## src/rtl/conv_encoder_punct.sv

```systemverilog
// Parametrised convolutional encoder with zero-tail frames and puncturing.
// Valid/ready on both sides, single-stage registered output.
module conv_encoder_punct #(
    parameter int              K       = 9,
    parameter int              N       = 2,
    parameter logic [N*K-1:0]  G       = {9'o561, 9'o753},
    parameter bit              TAIL_EN = 1'b1
) (
    input  logic         CLOCK,
    input  logic         Reset,
    input  logic [1:0]   Mode,
    input  logic         InData,
    input  logic         InValid,
    input  logic         InLast,
    output logic         InReady,
    output logic [N-1:0] Code,
    output logic [N-1:0] CodeMask,
    output logic         OutValid,
    output logic         OutLast,
    input  logic         OutReady
);

    localparam int TW = (K > 2) ? $clog2(K - 1) : 1;

    typedef enum logic [1:0] {
        IDLE,
        DATA,
        TAIL
    } state_t;

    state_t         state;
    state_t         state_nxt;
    logic [K-2:0]   sr;
    logic [1:0]     punct_cnt;
    logic [1:0]     mode_q;
    logic [TW-1:0]  tail_cnt;

    logic           adv;
    logic           accept;
    logic           tail_step;
    logic           tail_done;
    logic           produce;
    logic           last_sym;
    logic           enc_bit;
    logic [1:0]     mode_eff;
    logic [1:0]     pidx;
    logic [1:0]     pidx_nxt;
    logic [1:0]     pm;
    logic [N-1:0]   mask;
    logic [K-1:0]   v;
    logic [N-1:0]   code_raw;

    // State register
    always_ff @(posedge CLOCK or posedge Reset) begin
        if (Reset) state <= IDLE;
        else       state <= state_nxt;
    end

    // Next-state logic: frame start, last bit, tail countdown
    always_comb begin
        state_nxt = state;
        unique case (state)
            IDLE, DATA: begin
                if (accept & InLast) state_nxt = TAIL_EN ? TAIL : IDLE;
                else if (accept)     state_nxt = DATA;
            end
            TAIL: begin
                if (tail_done) state_nxt = IDLE;
            end
            default: state_nxt = IDLE;
        endcase
    end

    // FSM outputs: handshake, symbol production and the bit being encoded
    always_comb begin
        adv       = ~OutValid | OutReady;
        InReady   = adv & ~Reset & ((state == IDLE) | (state == DATA));
        accept    = InValid & InReady;
        tail_step = adv & (state == TAIL);
        tail_done = tail_step & (tail_cnt == TW'(K - 2));
        produce   = accept | tail_step;
        enc_bit   = accept & InData;
        last_sym  = tail_done | (accept & InLast & ~TAIL_EN);
    end

    // Puncture pattern: a new frame starts at phase 0 with the live Mode
    always_comb begin
        mode_eff = (state == IDLE) ? ((Mode == 2'd3) ? 2'd0 : Mode) : mode_q;
        pidx     = (state == IDLE) ? 2'd0 : punct_cnt;
        pm       = 2'b11;
        pidx_nxt = 2'd0;
        unique case (mode_eff)
            2'd1: begin
                pm       = pidx[0] ? 2'b10 : 2'b11;
                pidx_nxt = {1'b0, ~pidx[0]};
            end
            2'd2: begin
                pm       = (pidx == 2'd0) ? 2'b11 :
                           (pidx == 2'd1) ? 2'b10 : 2'b01;
                pidx_nxt = (pidx == 2'd2) ? 2'd0 : pidx + 2'd1;
            end
            default: begin
                pm       = 2'b11;
                pidx_nxt = 2'd0;
            end
        endcase
    end

    if (N == 2) begin : g_punct
        assign mask = pm;
    end else begin : g_nopunct
        assign mask = '1;
    end

    // Generator parities over the current bit and the shift register
    always_comb begin
        v        = {enc_bit, sr};
        code_raw = '0;
        for (int j = 0; j < N; j++) begin
            code_raw[N-1-j] = ^(G[(N-j)*K-1 -: K] & v);
        end
    end

    // Encoder state: shift register, puncture phase, tail count, frame mode
    always_ff @(posedge CLOCK or posedge Reset) begin
        if (Reset) begin
            sr        <= '0;
            punct_cnt <= 2'd0;
            tail_cnt  <= '0;
            mode_q    <= 2'd0;
        end else begin
            if (accept & (state == IDLE)) mode_q <= mode_eff;
            if (produce) begin
                punct_cnt <= pidx_nxt;
                sr        <= last_sym ? '0 : v[K-1:1];
            end
            if (tail_done)      tail_cnt <= '0;
            else if (tail_step) tail_cnt <= tail_cnt + TW'(1);
        end
    end

    // Output register: load a new symbol or drop valid whenever it may advance
    always_ff @(posedge CLOCK or posedge Reset) begin
        if (Reset) begin
            OutValid <= 1'b0;
            OutLast  <= 1'b0;
            Code     <= '0;
            CodeMask <= '0;
        end else if (adv) begin
            OutValid <= produce;
            OutLast  <= produce & last_sym;
            if (produce) begin
                Code     <= code_raw & mask;
                CodeMask <= mask;
            end
        end
    end

endmodule

```

## config.mk

```make
export PLATFORM = sky130hd
export DESIGN_NAME = conv_encoder_punct
export DESIGN_NICKNAME = d
export VERILOG_FILES = /design/src/rtl/conv_encoder_punct.sv
export SDC_FILE = /design/constraint.sdc
export NUM_CORES = 1
export LEC_CHECK = 0
export CAP_MARGIN = 5
export CORE_ASPECT_RATIO = 0.8
export CORE_MARGIN = 2
export CORE_UTILIZATION = 40
export CTS_BUF_LIST = sky130_fd_sc_hd__clkbuf_4 sky130_fd_sc_hd__clkbuf_8
export DETAILED_ROUTE_END_ITERATION = 10
export PLACE_DENSITY = 0.63
export SLEW_MARGIN = 10
export SYNTH_ARGS = -nofsm -noshare
export SYNTH_HDL_FRONTEND = slang
export SYNTH_SLANG_ARGS = --single-unit
```

## constraint.sdc

```tcl
create_clock -name CLOCK -period 5.2 [get_ports CLOCK]
set_input_delay 1.04 -clock CLOCK [delete_from_list [all_inputs] [get_ports CLOCK]]
set_output_delay 1.04 -clock CLOCK [all_outputs]
set_load 0.03 [all_outputs]
```

**After elaboration in Yosys (flattened, before gate mapping)**

Cells that the tools add are included.
W data, S select, Z words.

- Register bits: 23
- Bits of input ports: 8
- Output and inout bits: 7
- Logic and storage cells: 61

- Add/subtract/negate cells: 2
- Eq/ne operators: 10
- Mux-type cells: 16
- Bitwise operators: 16
- Reduce and logical (&&, ||, !) cells: 8

Operator list:

| operator | count |
|---|---|
| $mux W2 | 9 |
| $reduce_xor A9 Y1 | 2 |
| $pmux W2 S2 | 3 |
| $and A1 B1 Y1 | 9 |
| $eq A2 B2 Y1 const B | 4 |
| $mux W8 | 1 |
| $eq A2 B1 Y1 const B | 3 |
| $mux W3 | 2 |
| $logic_not A2 Y1 | 2 |
| $reduce_and A2 Y1 | 2 |
| $add A3 B1 Y3 const B | 1 |
| $eq A3 B3 Y1 const B | 1 |
| $ne A3 B3 Y1 const B | 1 |
| $not A1 Y1 | 3 |
| $or A1 B1 Y1 | 3 |
| $add A2 B1 Y2 const B | 1 |
| $and A2 B2 Y2 | 1 |
| $ne A2 B2 Y1 const B | 1 |
| $reduce_bool A2 Y1 | 1 |
| $reduce_or A2 Y1 | 1 |
| $mux W1 | 1 |

**Depth between registers and ports, before layout**

- Word-level depth: 8
- Mapped depth: 7
- Depth with buffers taken out: 7

**Worst setup path before layout**

OpenSTA, ideal clock, no wires.

- Path kind: input to output
- From: input OutReady
- To: output InReady
- Arrival time: 1.890 ns
- Required time: 4.160 ns
- Setup slack: 2.270 ns
- Stages: 3
- Path buffers: 1
- Path through: nor2b_1 clkbuf_2 nor3_1

- Word-level cells in the longest chain between the ends: 3

RTL lines:

| what | line | text |
|---|---|---|
| start, declared | 20 | `input logic OutReady` |
| $or A1 B1 Y1 | 76 | `adv = ~OutValid \| OutReady;` |
| $and A1 B1 Y1 (2 in series) | 77 | `InReady = adv & ~Reset & ((state == IDLE) \| (state == DATA));` |
| end, declared | 15 | `output logic InReady,` |

No other way between the ends.

**Worst setup path in the final report**

Same ends and word-level chain as after synthesis.

==> flow_metrics.env <==
export IMPL_fmax_mhz=274
export IMPL_synth_most_common_cell="dfrtp_1"
export IMPL_fillCellCount=259
export IMPL_slowest_delay_ps=610
export IMPL_cts_root_buf="clkbuf_4"
export IMPL_power_density_mw_per_mm2=602
export IMPL_skew_ps=1.24
export IMPL_grt_max_degree=24
export IMPL_worstSetupPathType="in -> out"
export IMPL_start_util_pct=42.0
export IMPL_cp_max_fo=8
export IMPL_min_period_ps=3650
export IMPL_synthCells=102
export IMPL_clk_latency_ps=300
export IMPL_tritoncts="yes"
export IMPL_yosys_top_cells_count="dfrtp_1 (23), nor2_1 (12), mux2i_1 (8)"
export IMPL_routed_via_count=761
export IMPL_yosysTopAreaCellShare_pct=49.5
export IMPL_clkTransAtPathRegs_ps=120
export IMPL_seq_area_frac_synth_pct=49.5
export IMPL_dieArea_mm2=0.00336
export IMPL_cts_resized=0
export IMPL_crit_start="OutReady"
export IMPL_slew_headroom_pct=42.3
export IMPL_drt_total_wl_um=1970
export IMPL_setup_worst_path_end_class="output port"
export IMPL_grtUsageTotal_pct=14.4
export IMPL_cp_data_arrival_time_ps=2610
export IMPL_core_mm2=0.00277
export IMPL_final_nets=129
export IMPL_rows=17
export IMPL_grt_antenna_before_repair=0
export IMPL_cap_violations=0
export IMPL_gp_congestion=0.684
export IMPL_r2r_start="state[1]"
export IMPL_yosys_warnings=0
export IMPL_yosys_top_cells_area="dfrtp_1 (50%), mux2i_1 (6.9%), mux2_2 (4.8%)"
export IMPL_route_detailed_drc=0
export IMPL_drive_gt1_share_pct=12.1
export IMPL_placed_cell_area_mm2=0.00133
export IMPL_grt_pass1_wl_um=3600
export IMPL_cp_cell_sequence="clkdlybuf4s50_1 -> nor2b_1 -> nor3_1 -> clkdlybuf4s50_1"
export IMPL_antenna_cells=0
export IMPL_htreeDepth=1
export IMPL_async_reset_ff_share_pct=100
export IMPL_hp_start="Code[1]"
export IMPL_status="complete, no violations"
export IMPL_ant_nets=0
export IMPL_io_pins=15
export IMPL_areaGrowthSynthToFinish_pct=17.2
export IMPL_fp_dieH_um=52.2
export IMPL_clkSinkCount=23
export IMPL_setup_tns_ps=0
export IMPL_dp_hpwl_um=1490
export IMPL_peakVddDrop_uv=322
export IMPL_vias_per_cell=4.94
export IMPL_syn_area_mm2=0.00116
export IMPL_timing_hold_ws_ps=493
export IMPL_ctsHoldBuffers=0
export IMPL_synth_seq_cells=23
export IMPL_ctsLongestPathBuffers=2
export IMPL_numCtsBuffers=3
export IMPL_synth_top_cell_by_area="dfrtp_1"
export IMPL_synthFlopType="dfrtp_1"
export IMPL_first_global_vias=806
export IMPL_synth_distinct_cells=32
export IMPL_drtIter0Drc=39
export IMPL_setup_viol=0
export IMPL_syn_nets=114
export IMPL_grt_overflow_total=0
export IMPL_finalHoldViolCount=0
export IMPL_rsz0062_at_grt="no"
export IMPL_p_leak_nw=0.680
export IMPL_drtPass1Iterations=4
export IMPL_fin_crit_sh_pct=70.2
export IMPL_worstHoldPathType="reg -> reg"
export IMPL_design_area_mm2=0.00136
export IMPL_startpoint_type="input port"
export IMPL_wire_per_inst_um=12.8
export IMPL_critPathSlowestCell="clkdlybuf4s50_1"
export IMPL_tightest_slew_ps=864
export IMPL_avgSynthCellArea_um2=11.4
export IMPL_synth_edf_count=0
export IMPL_post_cts_repair_setup_buffers=0
export IMPL_io_buffers=14
export IMPL_slew_viol_final=0
export IMPL_die_width_um=64.3
export IMPL_crit_required_ps=4160
export IMPL_crit_top_cell="clkdlybuf4s50_1"
## flip-flops by register name, summed over array words and instances (netlist names)
name,count
Code,2
CodeMask,2
OutLast,1
OutValid,1
mode_q,2
punct_cnt,2
sr,8
state,2
tail_cnt,3
## final timing paths
kind                       endpoint  slack (ps)  cells past startpoint
max in group asynchronous     sr[1]        3410                      2
setup reg to reg            Code[0]        3180                      6
min in group asynchronous  OutValid        1260                      2
setup / recovery            InReady        1550                      4
hold / removal              Code[1]         490                      2
hold reg to reg             Code[1]         490                      2
## area by class of cell
| cell class | count | area [um^2] | share of cell area, % |
|---|---|---|---|
| well taps | 38 | 47.5 | 3.49 |
| repair buffers | 14 | 140 | 10.3 |
| inverters | 3 | 11.3 | 0.826 |
| flip-flops and latches | 23 | 576 | 42.2 |
| multi-input cells | 72 | 558 | 41.0 |
| clock buffers | 4 | 30.0 | 2.20 |
## report_power, final
part | total, W | internal, W | switching, W
combinational | 0.000429 | 0.000217 | 0.000212
clock | 0.0000869 | 0.0000351 | 0.0000518
sequential | 0.000304 | 0.000251 | 0.0000532
total | 0.000821 | 0.000503 | 0.000317
## metal layers
| metal | up-vias | share of wire [%] | GRT usage (%) | wire length, um |
|---|---|---|---|---|
| met3 | 2 | 4.8 | 5.59 | 95 |
| met5 | - | 0 | 0 | 0 |
| met1 | 362 | 48 | 17.8 | 936 |
| met4 | 0 | 0.51 | 3.19 | 10 |
| met2 | 14 | 47 | 24.3 | 927 |
| li1 | 383 | - | - | - |
## layout by cell type (no fill, tap or decap), drive strengths merged, types with 4 or more instances in the layout
master         Yosys  layout
clkdlybuf4s50      0      14
a21o               5       5
ha                 4       4
clkbuf             3       4
nor2b              4       4
nor2              12      12
nand2              7       7
mux2i              8       8
mux2               5       5
o21ai              4       4
dfrtp             23      23
## critical path, delay by kind of cell
kind          cells  cell delay [ps]
simple gates      2              550
buf+inv           2             1020
## cell families (layout without fill, tap and decap cells)
family | Yosys count | count (layout) | share of synthesized area, %
mux | 13 | 13 | 11.7
buf+inv | 7 | 21 | 2.48
flops | 23 | 23 | 49.5
compound gates | 16 | 16 | 9.47
xor+xnor | 6 | 6 | 7.32
simple gates | 33 | 33 | 15.2
fa+ha+maj | 4 | 4 | 4.31
## per-stage QoR
step / util [%] / setup WS, ps / power [W] / cells
2_1_floorplan: - / 2270 / 0.000637 / 102
5_1_grt: 49.3 / 1440 / 0.000893 / 154
3_3_place_gp: 48.2 / 1590 / 0.000731 / 150
4_1_cts: 49.3 / 1530 / 0.000834 / 154
6_report: 49.3 / 1550 / 0.000821 / 154
3_5_place_dp: 48.2 / 1540 / 0.000742 / 150
Note: power is estimated with default switching activity, not from simulation.
